$ cat config.mk
export PLATFORM = sky130hd
export DESIGN_NAME = frame_bank_scheduler
export DESIGN_NICKNAME = d
export VERILOG_FILES = /design/src/rtl/frame_sched_pkg.sv /design/src/rtl/vsync_edge_detect.sv /design/src/rtl/frame_bank_scheduler.sv
export SDC_FILE = /design/constraint.sdc
export NUM_CORES = 1
export LEC_CHECK = 0
export ABC_AREA = 1
export BUFFER_PORTS_ARGS = -buffer_cell sky130_fd_sc_hd__buf_2
export CORE_MARGIN = 3
export CORE_UTILIZATION = 40
export CTS_CLUSTER_SIZE = 30
export DETAILED_ROUTE_END_ITERATION = 12
export HOLD_SLACK_MARGIN = 0.02
export PLACE_DENSITY_LB_ADDON = 0.2
export SYNTH_ARGS = -nofsm -noshare
export SYNTH_HDL_FRONTEND = slang
export SYNTH_SLANG_ARGS = --single-unit
$ cat constraint.sdc
create_clock -name clk -period 4.7 [get_ports clk]
set_input_delay 0.94 -clock clk [delete_from_list [all_inputs] [get_ports clk]]
set_output_delay 0.94 -clock clk [all_outputs]
set_load 0.01 [all_outputs]
$ cat src/rtl/frame_sched_pkg.sv
// Shared types and default widths for the frame bank scheduler and its
// capture/display front-ends.
package frame_sched_pkg;

  typedef enum logic [1:0] {
    ST_IDLE = 2'd0,
    ST_WR   = 2'd1,
    ST_RD   = 2'd2,
    ST_SWAP = 2'd3
  } fbs_state_e;

  typedef logic bank_t;

  localparam int unsigned FBS_ADDR_W = 16;
  localparam int unsigned FBS_DATA_W = 16;

endpackage

$ cat src/rtl/vsync_edge_detect.sv
// One-cycle pulse on the transition of the filtered VSYNC into its active level.
module vsync_edge_detect #(
  parameter logic VSYNC_ACTIVE = 1'b0
) (
  input  logic clk,
  input  logic reset,
  input  logic vsync_in,
  output logic vsync_edge
);

  logic vsync_prev_q;

  always_ff @(posedge clk) begin
    if (reset) vsync_prev_q <= ~VSYNC_ACTIVE;
    else       vsync_prev_q <= vsync_in;
  end

  assign vsync_edge = (vsync_in == VSYNC_ACTIVE) && (vsync_prev_q != VSYNC_ACTIVE);

endmodule

$ cat src/rtl/frame_bank_scheduler.sv
// Arbitrates the single frame-memory port between capture writes and display reads,
// double-buffering two banks swapped on VSYNC. Optional mem_ack timeout: FBS_TIMEOUT_EN.
module frame_bank_scheduler
  import frame_sched_pkg::*;
#(
  parameter int unsigned ADDR_W       = FBS_ADDR_W,
  parameter int unsigned DATA_W       = FBS_DATA_W,
  parameter logic        VSYNC_ACTIVE = 1'b0,
  parameter int unsigned MAX_RD_BURST = 4,
  parameter int unsigned TIMEOUT_CYC  = 255
) (
  input  logic              clk,
  input  logic              reset,
  input  logic              vsync_in,
  input  logic              wr_req,
  input  logic [ADDR_W-1:0] wr_addr,
  input  logic [DATA_W-1:0] wr_data,
  output logic              wr_ack,
  input  logic              rd_req,
  input  logic [ADDR_W-1:0] rd_addr,
  output logic              rd_ack,
  output logic [DATA_W-1:0] rd_data,
  output logic              mem_req,
  output logic              mem_we,
  output logic [ADDR_W:0]   mem_addr,
  output logic [DATA_W-1:0] mem_wdata,
  input  logic              mem_ack,
  input  logic [DATA_W-1:0] mem_rdata,
  output logic              disp_bank,
  output logic              swap_overrun,
  output logic              mem_err
);

  localparam int unsigned STREAK_W = 4;

  if (MAX_RD_BURST < 1 || MAX_RD_BURST > 15 || TIMEOUT_CYC < 1) begin : g_param_check
    $error("frame_bank_scheduler: parameter out of range");
  end

  fbs_state_e          state_q, state_d;
  bank_t               disp_bank_q, disp_bank_d;
  logic [STREAK_W-1:0] rd_streak_q, rd_streak_d;
  logic                swap_pending_q, swap_pending_d;
  logic                swap_overrun_q, swap_overrun_d;
  logic                mem_we_q, mem_we_d;
  logic [ADDR_W:0]     mem_addr_q, mem_addr_d;
  logic [DATA_W-1:0]   mem_wdata_q, mem_wdata_d;
  logic                wr_ack_q, wr_ack_d;
  logic                rd_ack_q, rd_ack_d;
  logic [DATA_W-1:0]   rd_data_q, rd_data_d;
  logic                swap_clr;
  logic                vsync_edge;
  logic                xfer_abort;
  logic                in_xfer;

  vsync_edge_detect #(.VSYNC_ACTIVE(VSYNC_ACTIVE)) u_vsync_edge (
    .clk        (clk),
    .reset      (reset),
    .vsync_in   (vsync_in),
    .vsync_edge (vsync_edge)
  );

  assign in_xfer = (state_q == ST_WR) || (state_q == ST_RD);

`ifdef FBS_TIMEOUT_EN
  localparam int unsigned TO_W = $clog2(TIMEOUT_CYC + 1);
  logic [TO_W-1:0] to_cnt_q;
  logic            mem_err_q;

  // Counter holds the number of elapsed WR/RD cycles; abort ends the TIMEOUT_CYC-th one.
  assign xfer_abort = in_xfer && !mem_ack && (to_cnt_q == TO_W'(TIMEOUT_CYC - 1));

  always_ff @(posedge clk) begin
    if (reset) begin
      to_cnt_q  <= '0;
      mem_err_q <= 1'b0;
    end else begin
      to_cnt_q <= in_xfer ? to_cnt_q + 1'b1 : '0;
      if (xfer_abort) mem_err_q <= 1'b1;
    end
  end

  assign mem_err = mem_err_q;
`else
  assign xfer_abort = 1'b0;
  assign mem_err    = 1'b0;
`endif

  always_comb begin
    state_d     = state_q;
    disp_bank_d = disp_bank_q;
    rd_streak_d = rd_streak_q;
    mem_we_d    = mem_we_q;
    mem_addr_d  = mem_addr_q;
    mem_wdata_d = mem_wdata_q;
    wr_ack_d    = 1'b0;
    rd_ack_d    = 1'b0;
    rd_data_d   = rd_data_q;
    swap_clr    = 1'b0;

    case (state_q)
      ST_IDLE: begin
        if (swap_pending_q) begin
          state_d = ST_SWAP;
        end else if (rd_req && (!wr_req || rd_streak_q < STREAK_W'(MAX_RD_BURST))) begin
          state_d     = ST_RD;
          mem_we_d    = 1'b0;
          mem_addr_d  = {disp_bank_q, rd_addr};
          rd_streak_d = wr_req ? rd_streak_q + 4'd1 : '0;
        end else if (wr_req) begin
          state_d     = ST_WR;
          mem_we_d    = 1'b1;
          mem_addr_d  = {~disp_bank_q, wr_addr};
          mem_wdata_d = wr_data;
          rd_streak_d = '0;
        end
      end
      ST_WR, ST_RD: begin
        if (mem_ack || xfer_abort) begin
          state_d = ST_IDLE;
          if (state_q == ST_WR) begin
            wr_ack_d = 1'b1;
          end else begin
            rd_ack_d = 1'b1;
            if (mem_ack) rd_data_d = mem_rdata;
          end
        end
      end
      ST_SWAP: begin
        disp_bank_d = ~disp_bank_q;
        rd_streak_d = '0;
        swap_clr    = 1'b1;
        state_d     = ST_IDLE;
      end
      default: state_d = ST_IDLE;
    endcase

    // A new edge in the swap cycle re-arms the swap rather than counting as an overrun.
    swap_pending_d = vsync_edge | (swap_pending_q & ~swap_clr);
    swap_overrun_d = swap_overrun_q | (vsync_edge & swap_pending_q & ~swap_clr);
  end

  always_ff @(posedge clk) begin
    if (reset) begin
      state_q        <= ST_IDLE;
      disp_bank_q    <= 1'b0;
      rd_streak_q    <= '0;
      swap_pending_q <= 1'b0;
      swap_overrun_q <= 1'b0;
      mem_we_q       <= 1'b0;
      mem_addr_q     <= '0;
      mem_wdata_q    <= '0;
      wr_ack_q       <= 1'b0;
      rd_ack_q       <= 1'b0;
      rd_data_q      <= '0;
    end else begin
      state_q        <= state_d;
      disp_bank_q    <= disp_bank_d;
      rd_streak_q    <= rd_streak_d;
      swap_pending_q <= swap_pending_d;
      swap_overrun_q <= swap_overrun_d;
      mem_we_q       <= mem_we_d;
      mem_addr_q     <= mem_addr_d;
      mem_wdata_q    <= mem_wdata_d;
      wr_ack_q       <= wr_ack_d;
      rd_ack_q       <= rd_ack_d;
      rd_data_q      <= rd_data_d;
    end
  end

  assign mem_req      = in_xfer;
  assign mem_we       = mem_we_q;
  assign mem_addr     = mem_addr_q;
  assign mem_wdata    = mem_wdata_q;
  assign wr_ack       = wr_ack_q;
  assign rd_ack       = rd_ack_q;
  assign rd_data      = rd_data_q;
  assign disp_bank    = disp_bank_q;
  assign swap_overrun = swap_overrun_q;

endmodule
# After elaboration in Yosys (flattened, before gate mapping)

Index checks and enable logic that the tools add are counted.
Widths: inputs -> output; s select.

Bits in latches: 0
Register bits: 62
Output and inout bits: 56
Input bits: 70
Logic and storage cells: 66
Memory bits (read-only): 0
RAM bits: 0
Memories kept: 0

Eq/ne operators: 7
Multiplexer cells: 17
Order comparisons: 1
Bitwise gates (word level): 13
Reduce and logical (&&, ||, !) cells: 15
Shifts and indexed selects: 0
$add $sub $neg: 1
Divide/modulo/power cells: 0
Multiply operators: 0

Operator list:

| kind                | number |
|---|---|
| $mux 17             | 2 |
| $mux 4              | 4 |
| $reduce_and 3->1    | 3 |
| $mux 2              | 4 |
| $not 1->1           | 8 |
| $pmux 4 s2          | 1 |
| $pmux 2 s3          | 1 |
| $mux 1              | 5 |
| $add 4x1->4 const B | 1 |
| $eq 2x2->1 const B  | 2 |
| $lt 4x3->1 const B  | 1 |
| $ne 2x2->1 const B  | 2 |
| $ne 4x4->1 const B  | 1 |
| $reduce_and 4->1    | 1 |
| $reduce_bool 2->1   | 2 |
| $and 1x1->1         | 3 |
| $ne 3x3->1 const B  | 1 |
| $reduce_or 3->1     | 1 |
| $eq 2x1->1 const B  | 1 |
| $logic_and 1x1->1   | 2 |
| $logic_not 2->1     | 1 |
| $logic_or 1x1->1    | 2 |
| $or 1x1->1          | 2 |
| $reduce_and 2->1    | 1 |
| other kinds (2)     | 2 |

# Depth between registers and ports, before layout

Gate-level depths: netlist of the first run.

Word-level depth: 6
Depth in mapped cells: 11
Mapped depth without buffers: 10

# By module

Synthesis of the first run repeated with hierarchy kept, for this count alone.

Cells, all modules: 374
Area total of the unflattened synthesis: 2635.0 µm²

Modules (own cells, without submodules):

| module               | times used | cells an instance | sequential area each (µm²) | area an instance (µm²) |
|---|---|---|---|---|
| frame_bank_scheduler | 1          | 368               | 1221.2                     | 2596.2 |
| vsync_edge_detect    | 1          | 6                 | 20.0                       | 38.8 |

# Worst setup path after synthesis of the first run

OpenSTA, ideal clock, no wires.

Path kind: input port to flip-flop
From: in mem_ack
To: reg rd_data_q[10] (netlist: rd_data[10])
Slack: 2.911 ns
Arrival time: 1.673 ns
Setup time: 0.116 ns
Path buffers: 1
Required time: 4.584 ns
Stages: 6
Path through: nand2_1 nor2_1 inv_2 buf_2 nor2_1 nor2_1

Longest elaborated chain between the ends: 1

Ends and longest elaborated chain:

| item                              | line                        | RTL |
|---|---|---|
| start, declared                   | frame_bank_scheduler.sv:27  | `input logic mem_ack,` |
| $reduce_and 3->1 (no source line) | n/a                         |  |
| end signal, assigned              | frame_bank_scheduler.sv:167 | `rd_data_q <= rd_data_d;` |
| end, declared                     | frame_bank_scheduler.sv:50  | `logic [DATA_W-1:0] rd_data_q, rd_data_d;` |

Every way passes these cells.
A chain may end at the register's enable or synchronous reset.

# Final worst setup path of the first run

From: reg state_q[0]
To: out mem_req

Longest elaborated chain between the ends: 2
Elaborated cells between the ends (all ways): 3
Those cells by class: eq/ne: 2; reduce/logical: 1

Ends and longest elaborated chain:

| item                                     | line                        | RTL |
|---|---|---|
| start, declared                          | frame_bank_scheduler.sv:40  | `fbs_state_e state_q, state_d;` |
| start signal, assigned                   | frame_bank_scheduler.sv:157 | `state_q <= state_d;` |
| $eq 2x1->1 or $eq 2x2->1 (tied branches) | frame_bank_scheduler.sv:63  | `assign in_xfer = (state_q == ST_WR) \|\| (state_q == ST_RD);` |
| $logic_or 1x1->1 *                       | frame_bank_scheduler.sv:63  |  |
| end, declared                            | frame_bank_scheduler.sv:23  | `output logic mem_req,` |

Every way passes the cells marked *; elsewhere a longest branch is shown, timed or not.

==> run metrics, run 1 <==
status=complete, no violations; post_cts resized=0; max_cap viols=0; first-pass GRT wire length=10300 um; Rel. slew slack=0.414; Tot GR Track Use=0.170; Adder-Cell Fraction of Synth Area=0.0190; Yosys Warn Count=0; vias=2614; total chip power=1510 uW; Max VDD drop=0.247 mV; final wirelength=6420 um; Distinct cells, synth=20; Seq. cell area=about 1200 um^2; CTS tree=built; fin crit period=2.21 ns; Worst-Margin Slew=0.876 ns; Die Wd=87.2 um; starting density of the core=0.428; Slew Limit Fails=0; critical path endpoint category=output port; largest fanout on the critical path=4; Fillers=~600; Worst R2R Setup Slack=about 2.5 ns; Hold Crit Class=register to register; hold wc startpoint=mem_we; Tcrit/Tclk final=0.470; synthesized area=roughly 2600 um^2; Cell Rows=28; combinational share of power=0.262; Int Power=slightly above 1000 uW; unrepaired setup endpoints after global routing=false; TNS Setup=0 ns; final hold slack=0.464 ns; drt via density=between 4 and 5; antenna violations before repair=0; most frequent cells in the layout=buf_2, nor2_1, dfxtp_1; layout cells sized above 1=0.318; Power Density=approximately 440 nW/um^2; initial DRC count=93; gr ovfl total=0; worst skew pair latency=approximately 0.33 ns; Mapped Cells=373; synthesized area per cell=~7.1 um^2; area share of and/or/nand/nor cells after synthesis=0.337; Worst EP arrival=1.27 ns; Layout area overhead=30.5%; syn_nets=447; Worst EP required=3.76 ns; main combinational cell family by area after synthesis=simple AND/OR/NAND/NOR gates; clk buf depth=2; largest net degree at the start of global routing=37; FF+latch count, synth=62; sw frac=0.317; total CTS buffers=9; Final ANT Viol Nets=0; Hold Path Sink=mem_we; CTS root buf=clkbuf_8; CTS sink cnt=between 60 and 70; Ports=126; post-DR wirelength/cell=~11 um; Placer Congestion=0.760; Post-CTS Setup Bufs=0; Reg-to-Reg Start=state_q[0]; Critical R2R Capture=rd_data[0]; Clk pwr share=0.309; number of diodes=0; Max Fclk=~450 MHz; Residual DRC=0; Synth Area in Compound Gates=0.0801; DR pass1 iterations=4; nets=between 500 and 600; Final setup violation count=0; Detail Placement HPWL=4480 um; PortBufs=~120; most common cell after layout, fill and taps aside=buf_2; core area=approximately 6000 um^2; Post-Synth XOR/XNOR Area=0; DIE HEIGHT=87.2 um; Hold Fails Final Rpt=0; Reg clk slew, reported paths=0.06 ns; CTS H-tree depth=3; Hold Path Cell Cnt=2; vias in the first global route=around 2400; DP Area=3250 um^2; CP startpoint kind=register; sequential cell fraction of total power=0.429; area of the multi-input gates=1150 um^2; die area=around 7600 um^2; P_leak=0.00189 uW; Fin Clk Skew=0.00911 ns; post-synthesis sequential area ratio=0.470; Reg2Reg Depth=7; design area=3450 um^2; P_sw=around 480 uW; hold_buf cts=0; mux share of post-synthesis cell area=0; Crit Path Class=register to output port
-- power by group through the flow --
stage | Sequential, uW | Clock [uW] | Combinational (uW)
final | 649 | 467 | 396
after floorplan | 695 | 0 | 222
after CTS | 649 | 477 | 402
after global placement | 659 | 0 | 391
after detailed placement | 660 | 0 | 399
after global routing | 658 | 503 | 457
-- sequential cells by signal, summed over array words and instances (netlist names) --
register	cells
rd_data	16
wr_ack	1
disp_bank	1
mem_addr	17
swap_overrun	1
swap_pending_q	1
rd_streak_q	4
u_vsync_edge.vsync_prev_q	1
mem_wdata	16
rd_ack	1
mem_we	1
state_q	2
-- worst max-delay path by stage --
| stage | from | endpoint | cells past startpoint |
|---|---|---|---|
| after global placement | rd_req | mem_wdata[9] | 9 |
| final | state_q[0] | mem_req | 3 |
| after detailed placement | rd_req | mem_wdata[9] | 9 |
| after global routing | state_q[0] | rd_data[0] | 7 |
| after CTS | state_q[0] | mem_req | 3 |
| after floorplan | mem_ack | rd_data[10] | 6 |
-- synthesized netlist by cell type --
cell / number / area share
o21ai_4: 1 / 0.0062
nand3_1: 38 / 0.072
nand2_4: 2 / 0.0085
a21oi_1: 5 / 0.0095
nand2_1: 50 / 0.071
buf_2: 8 / 0.015
ha_1: 4 / 0.019
buf_4: 1 / 0.0028
inv_4: 2 / 0.0047
inv_1: 30 / 0.043
nand2_2: 11 / 0.026
inv_2: 3 / 0.0043
o21ai_0: 33 / 0.063
conb_1: 1 / 0.0014
dfxtp_1: 62 / 0.47
clkbuf_1: 7 / 0.010
nor2_1: 110 / 0.16
buf_6: 3 / 0.013
nor3b_1: 1 / 0.0028
o21ai_1: 1 / 0.0019
-- final cells by class --
class,count,area share
Multi-Input combinational cell,257,0.335
Inverter,35,0.0396
Sequential cell,62,0.360
Clock buffer,12,0.0450
Clock inverter,3,0.0127
Tap cell,75,0.0272
Timing Repair Buffer,124,0.180
-- kinds of logic (layout without fill, tap and decap cells) --
group           after synthesis  after routing
flops                        62             62
other cells                   1              1
fa+ha+maj                     4              4
simple gates                212            212
compound gates               40             40
buf+inv                      54            174
-- worst max-delay path, cell delays in order, from the launching register on --
cell and delay, ns:
dfxtp_1 0.38, inv_1 0.06, ha_1 0.34, buf_2 0.16
-- through the flow --
stage / util / setup slack, ns / std cells
final: 0.559 / 2.49 / 568
after global routing: 0.559 / 2.27 / 568
after CTS: 0.559 / 2.49 / 568
after detailed placement: 0.527 / 2.22 / 553
after global placement: 0.527 / 2.27 / 553
after floorplan: - / 2.91 / 373
-- layer usage --
layer	wire, um	GRT usage	part of all wire
met1	2780	0.203	0.43
met2	2960	0.286	0.46
met3	603	0.0511	0.094
met4	80	0.0669	0.012
met5	0	0	0
Note: power is estimated with default switching activity, not from simulation.
==> inputs of run 2 (changes only) <==
==> constraint.sdc (replaced) <==
create_clock -name clk -period 2 [get_ports clk]
set_input_delay 0.4 -clock clk [delete_from_list [all_inputs] [get_ports clk]]
set_output_delay 0.4 -clock clk [all_outputs]
set_load 0.01 [all_outputs]
==> run 2 against run 1 <==
  * Clock skew fell by 0.0032 ns
  * Worst setup slack got worse by 2.1 ns
  * Utilization rose by 1.1 points
  * Worst hold slack got worse by 0.20 ns
  * Register-to-register slack got worse by 2.2 ns
  * Clock power rose to 2.6 times the previous value
  * Sequential cell count did not move
  * Power rose by 140%
  * Global-route usage rose by 0.64 points
  * Cell area rose by 2.0%
  * Critical endpoint unchanged
  * Largest cell class unchanged
==> run metrics, run 2 (synthesized netlist as in run 1, its figures left out) <==
PortBufs=124 (unchanged); number of diodes=0 (unchanged); crit-path max cell delay=0.38 ns (about the same); sequential cell fraction of total power=0.413 (was 0.429); Max VDD drop=0.515 mV (was 0.247 mV); Reg-to-Reg Start=rd_streak_q[2] (was state_q[0]); final hold slack=0.266 ns (was 0.464 ns); Crit Path Class=register to output port (unchanged); unrepaired setup endpoints after global routing=false (unchanged); post-DR wirelength/cell=11.6 um (was 11.3 um); Layout area overhead=33.1% (was 30.5%); first-pass GRT wire length=10700 um (was 10300 um); Tot GR Track Use=0.177 (was 0.170); Max Fclk=roughly 600 MHz; Worst-Margin Slew=0.556 ns (was 0.876 ns); Residual DRC=0 (unchanged); Cells after DPL=559 (was 553); critical path endpoint category=output port (unchanged); Hold Fails Final Rpt=0 (unchanged); status=complete, no violations (unchanged); Hold Crit Class=input port to register (was register to register); Fillers=647 (was 611); Die Wd=87.2 um (unchanged); Detail Placement HPWL=4700 um (was 4480 um); vias in the first global route=2485 (was 2367); gr ovfl total=0 (unchanged); CP max stage cell=dfxtp_1 (unchanged); Critical R2R Capture=mem_addr[8] (was rd_data[0]); P_sw=1140 uW (was 479 uW); clk buf depth=2 (unchanged); drt via density=4.64 (was 4.60); Tcrit/Tclk final=0.824; CTS H-tree depth=3 (unchanged); Hold Path Sink=u_vsync_edge.vsync_prev_q (was mem_we); initial DRC count=98 (was 93); Fin Clk Skew=0.00590 ns (was 0.00911 ns); largest fanout on the critical path=4 (unchanged); Slew Limit Fails=0 (unchanged); vias=2670 (was 2614); Buf+Inv Stages, Crit Path=2 (unchanged); layout cells sized above 1=0.328 (was 0.318); max_cap viols=0 (unchanged); most frequent cells in the layout=buf_2, nor2_1, dfxtp_1 (unchanged); Reg clk slew, reported paths=0.07 ns (was 0.06 ns); Placer Congestion=0.791 (was 0.760); combinational share of power=0.257 (was 0.262); CTS tree=built (unchanged); P_leak=0.00193 uW (was 0.00189 uW); hold_buf cts=0 (unchanged); Power Density=1050 nW/um^2 (was 439 nW/um^2); fin crit period=1.65 ns; max reg flops=17 (unchanged); Seq. cell area=1240 um^2 (unchanged); nets=569 (was 563); post_cts resized=0 (unchanged); antenna violations before repair=0 (unchanged); sw frac=0.310 (was 0.317); core area=6170 um^2 (unchanged); critical path's top delay family=flip-flops (unchanged); final wirelength=6640 um (was 6420 um); starting density of the core=0.428 (unchanged); die area=7610 um^2 (unchanged); TNS Setup=0 ns (unchanged); Final setup violation count=0 (unchanged); DIE HEIGHT=87.2 um (unchanged); CTS sink cnt=62 (unchanged); total chip power=3690 uW (was 1510 uW); Post-CTS Setup Bufs=0 (unchanged); Critical Path Stages=3 (unchanged); area of the multi-input gates=1150 um^2 (unchanged); Hold Path Cell Cnt=3 (was 2); post-route insts no fill=575 (was 568); Worst EP arrival=1.25 ns (was 1.27 ns); DR pass1 iterations=4 (unchanged); total CTS buffers=9 (unchanged); Rel. slew slack=0.628 (was 0.414); CTS root buf=clkbuf_8 (unchanged); Worst R2R Setup Slack=0.36 ns (was 2.52 ns); Worst EP required=1.60 ns (was 3.76 ns); CP startpoint kind=register (unchanged); Cell Chain, Critical Path=inv_1, ha_1, buf_2 (unchanged); Cell Rows=28 (unchanged); Reg2Reg Depth=7 (unchanged); hold wc startpoint=vsync_in (was mem_we); Ports=126 (unchanged); worst skew pair latency=0.33 ns (about the same); Final ANT Viol Nets=0 (unchanged); Int Power=2550 uW (was 1030 uW); largest net degree at the start of global routing=37 (unchanged); most common cell after layout, fill and taps aside=buf_2 (unchanged); Clk pwr share=0.330 (was 0.309)
==> run 2: cell count changes in the layout (fill, tap and decap cells not counted) <==
cell | previous run | this run
inv_6 | 0 | 1
clkinv_4 | 1 | 0
clkinvlp_4 | 0 | 1
clkbuf_8 | 11 | 10
bufinv_16 | 1 | 2
buf_4 | 0 | 6
==> run 2: power groups by stage <==
stage	clock network, uW	registers (uW)	logic, uW
2_1_floorplan	0	1630	522
3_3_place_gp	0	1550	936
3_5_place_dp	0	1550	957
4_1_cts	1260	1530	963
5_1_grt	1310	1540	1080
6_report	1220	1520	946
==> run 2: final cells by class <==
cell class / count / share of cell area
sequential: 62 / 0.353
multi-input combinational: 257 / 0.329
timing repair buffer: 130 / 0.189
clock buffer: 11 / 0.0402
inverter: 35 / 0.0388
tap: 75 / 0.0267
clock inverter: 5 / 0.0231
==> run 2: worst register-to-register path, delay by kind of cell, from the launching register on <==
kind,cells,cell delay (ns)
AO/OA/AOI/OAI,1,0.49
buffers and inverters,2,0.29
AND/OR/NAND/NOR,4,0.42
flip-flops,1,0.35
==> run 2: how the worst max path moves through the flow <==
| stage | startpoint | endpoint |
|---|---|---|
| 5_1_grt | state_q[1] | mem_addr[0] |
| 4_1_cts | state_q[0] | mem_req |
| 3_5_place_dp | state_q[0] | mem_addr[5] |
| 2_1_floorplan | state_q[0] | rd_data[10] |
| 6_report | state_q[0] | mem_req |
| 3_3_place_gp | rd_streak_q[2] | mem_addr[10] |
==> run 2: routing by layer <==
layer  vias up  track usage  wire (um)
met4         0       0.0669         57
met5         -            0          0
met3         5       0.0445        519
met1      1173        0.215       2880
li1       1405            -          -
met2        87        0.300       3180
==> run 2: per-stage QoR <==
| stage | worst slack [ns] | util | area, um^2 |
|---|---|---|---|
| final | 0.352 | 0.570 | 3510 |
| after global placement | 0.403 | 0.534 | 3290 |
| after global routing | 0.191 | 0.570 | 3510 |
| after detailed placement | 0.379 | 0.534 | 3290 |
| after CTS | 0.316 | 0.570 | 3510 |
| after floorplan | 0.385 | - | 2640 |
==> inputs of run 3 (changes only) <==
--- a/config.mk
+++ b/config.mk
@@ -5,7 +5,7 @@
 export SDC_FILE = /design/constraint.sdc
 export NUM_CORES = 1
 export LEC_CHECK = 0
-export ABC_AREA = 1
+export ABC_AREA = 0
 export BUFFER_PORTS_ARGS = -buffer_cell sky130_fd_sc_hd__buf_2
 export CORE_MARGIN = 3
 export CORE_UTILIZATION = 40
==> constraint.sdc (replaced) <==
create_clock -name clk -period 1.59 [get_ports clk]
set_input_delay 0.318 -clock clk [delete_from_list [all_inputs] [get_ports clk]]
set_output_delay 0.318 -clock clk [all_outputs]
set_load 0.01 [all_outputs]
==> run 3 against run 2 <==
  * Clock power shrank 11%
  * Critical path depth up 4
  * Combinational power is 21% higher
  * Die area shrank 7.0%
  * Cell area down 2.7%
  * Synthesized cell count fell by 24%
  * Non-clock buffer count grew 12
  * Sequential cell count stayed put
  * Utilization up 2.9 points
  * Final cell count shrank 14%
  * Clock skew increased by 0.0035 ns
  * Critical endpoint is now mem_wdata[6]
  * Largest cell class unchanged
==> run metrics, run 3 <==
largest net degree at the start of global routing=31 (was 37); combinational share of power=0.281 (was 0.257); total CTS buffers=9 (unchanged); Hold Fails Final Rpt=0 (unchanged); P_leak=0.00160 uW (was 0.00193 uW); post-synthesis sequential area ratio=0.508 (was 0.470); total chip power=4050 uW (was 3690 uW); Clk pwr share=0.269 (was 0.330); DIE HEIGHT=84.1 um (was 87.2 um); Max VDD drop=0.575 mV (was 0.515 mV); met3 Use GR=0.0622 (was 0.0445); top post-synthesis cells by area=dfxtp_1, mux2i_1, nor3_1 (was dfxtp_1, nor2_1, nand3_1); M2 GR Usage=0.285 (was 0.300); layout cells sized above 1=0.387 (was 0.328); Detail Placement HPWL=4590 um (was 4700 um); largest fanout on the critical path=9 (was 4); met1 Track Usage GR=0.214 (was 0.215); Yosys top cell area share=0.508 (was 0.470); worst skew pair latency=0.33 ns (about the same); clk buf depth=2 (unchanged); Mapped Cells=284 (was 373); CP startpoint kind=register (unchanged); Worst R2R Setup Slack=0.08 ns (was 0.36 ns); synthesized area=2440 um^2 (was 2640 um^2); vias in the first global route=2220 (was 2485); Hold Path Cell Cnt=2 (was 3); Max Fclk=661 MHz; Post-synth EDFFs=0 (unchanged); nets=491 (was 569); Synth Flop Type=dfxtp_1 (unchanged); most frequent cell after synthesis=dfxtp_1 (was nor2_1); Crit Path Class=register to register (was register to output port); Hold Path Sink=u_vsync_edge.vsync_prev_q (unchanged); post-route insts no fill=493 (was 575); Yosys Warn Count=0 (unchanged); most common cell after layout, fill and taps aside=buf_2 (unchanged); P_sw=1240 uW (was 1140 uW); PortBufs=124 (unchanged); CTS root buf=clkbuf_8 (unchanged); Critical R2R Capture=mem_wdata[6] (was mem_addr[8]); Int Power=2810 uW (was 2550 uW); core area=5710 um^2 (was 6170 um^2); Slew Limit Fails=0 (unchanged); FF+latch count, synth=62 (unchanged); final wirelength=6270 um (was 6640 um); DR pass1 iterations=4 (unchanged); CTS tree=built (unchanged); syn_nets=358 (was 447); Cell Rows=27 (was 28); Die Wd=84.1 um (was 87.2 um); Tot GR Track Use=0.177 (about the same); Final setup violation count=0 (unchanged); Worst EP arrival=1.73 ns (was 1.25 ns); Tcrit/Tclk final=0.951; design area=3420 um^2 (was 3510 um^2); DP Area=3220 um^2 (was 3290 um^2); most frequent cells in the layout=buf_2, dfxtp_1, nor2_1 (was buf_2, nor2_1, dfxtp_1); Post-CTS Setup Bufs=0 (unchanged); CTS H-tree depth=3 (unchanged); unrepaired setup endpoints after global routing=true (was false); final core occ=0.599 (was 0.570); critical path endpoint category=register (was output port); Ports=126 (unchanged); TNS Setup=0 ns (unchanged); Reg-to-Reg Start=state_q[0] (was rd_streak_q[2]); antenna violations before repair=0 (unchanged); Layout area overhead=40.1% (was 33.1%); Post-synth top cells=dfxtp_1, nor2_1, nand2_1 (was nor2_1, dfxtp_1, nand2_1); share of synthesized registers carrying an async set or reset=0 (unchanged); Final ANT Viol Nets=0 (unchanged); sw frac=0.306 (was 0.310); Worst EP required=1.80 ns (was 1.60 ns); Hold Crit Class=input port to register (unchanged); synthesized area per cell=8.60 um^2 (was 7.08 um^2); drt via density=4.75 (was 4.64); CTS sink cnt=62 (unchanged); Reg2Reg Depth=7 (unchanged); gr ovfl total=0 (unchanged); status=complete, no violations (unchanged); Residual DRC=0 (unchanged); Power Density=1180 nW/um^2 (was 1050 nW/um^2); vias=2344 (was 2670); number of diodes=0 (unchanged); max_cap viols=0 (unchanged); Reg clk slew, reported paths=0.06 ns (was 0.07 ns); sequential cell fraction of total power=0.449 (was 0.413); post-synth top area cell=dfxtp_1 (unchanged); Placer Congestion=0.784 (was 0.791); max reg flops=17 (unchanged); Fin Clk Skew=0.00936 ns (was 0.00590 ns); first-pass GRT wire length=10100 um (was 10700 um); post-DR wirelength/cell=12.7 um (was 11.6 um); fin crit period=1.51 ns; initial DRC count=114 (was 98); busiest metal layer after global routing=met2 (unchanged); Cells after DPL=477 (was 559); hold wc startpoint=vsync_in (unchanged); Distinct cells, synth=33 (was 20); die area=7080 um^2 (was 7610 um^2); starting density of the core=0.428 (about the same)
-- run 3: cell type report --
cell class / instances / area, um^2
clock inverters: 2 / 10.0
clock buffers: 13 / 139
fillers: 537 / 2290
well taps: 72 / 90.1
repair buffers: 142 / 802
multi-input cells: 195 / 1110
inverters: 7 / 26.3
flip-flops and latches: 62 / 1240
-- run 3: stage by stage --
step | hold WS (ns) | worst slack (ns)
after floorplan | 0.422 | -0.0000275
after global placement | 0.439 | 0.0246
after detailed placement | 0.443 | -0.0652
after CTS | 0.170 | 0.00942
after global routing | 0.178 | -0.00193
final | 0.188 | 0.0772
-- run 3: kinds of logic (layout without fill, tap and decap cells) --
| kind of cell | Yosys count | count (layout) | share of synthesized area |
|---|---|---|---|
| other | 1 | 1 | 0.00154 |
| AOI/OAI and AO/OA | 30 | 30 | 0.0728 |
| adders and majority gates | 4 | 4 | 0.0205 |
| xor gates and xnor gates | 1 | 1 | 0.00359 |
| buffers and inverters | 27 | 164 | 0.0502 |
| and+or+nand+nor | 141 | 141 | 0.269 |
| DFF | 62 | 62 | 0.508 |
| muxes | 18 | 18 | 0.0738 |
-- run 3: power by group through the flow --
stage	clock network [uW]	registers (uW)	logic, uW
global placement	0	1850	1090
finish	1090	1820	1140
global route	1230	1840	1270
detailed placement	0	1850	1110
CTS	1140	1820	1120
floorplan	0	1930	590
-- run 3: repair_timing --
item,4_1_cts,5_1_grt
setup endpoints to repair,17,32
hold buffers,0,0
hold endpoints to repair,0,0
resized for setup,2,6
cloned,0,1
-- run 3: how the worst max path moves through the flow --
stage                from            to  slack, ns  cells past startpoint
3_5_place_dp   state_q[1]  mem_wdata[6]      -0.07                      7
3_3_place_gp   state_q[1]  mem_wdata[0]       0.02                      7
4_1_cts        state_q[1]  mem_wdata[6]      0.009                      7
5_1_grt        state_q[0]  mem_addr[13]     -0.002                      7
6_report       state_q[0]  mem_wdata[6]       0.08                      7
2_1_floorplan  state_q[0]  mem_addr[16]   -0.00003                      6
-- run 3: layer usage --
metal  wire length [um]  part of all wire
met5                  0                 0
met4                114             0.018
met3                563             0.090
met2               2770              0.44
met1               2810              0.45
-- run 3: worst max-delay path, stage by stage (launching register included) --
cell and delay, ns:
dfxtp_1 0.31, inv_1 0.09, ha_4 0.17, nor2b_4 0.18, and3_4 0.24, buf_12 0.14, mux2i_1 0.21, nor2_1 0.06
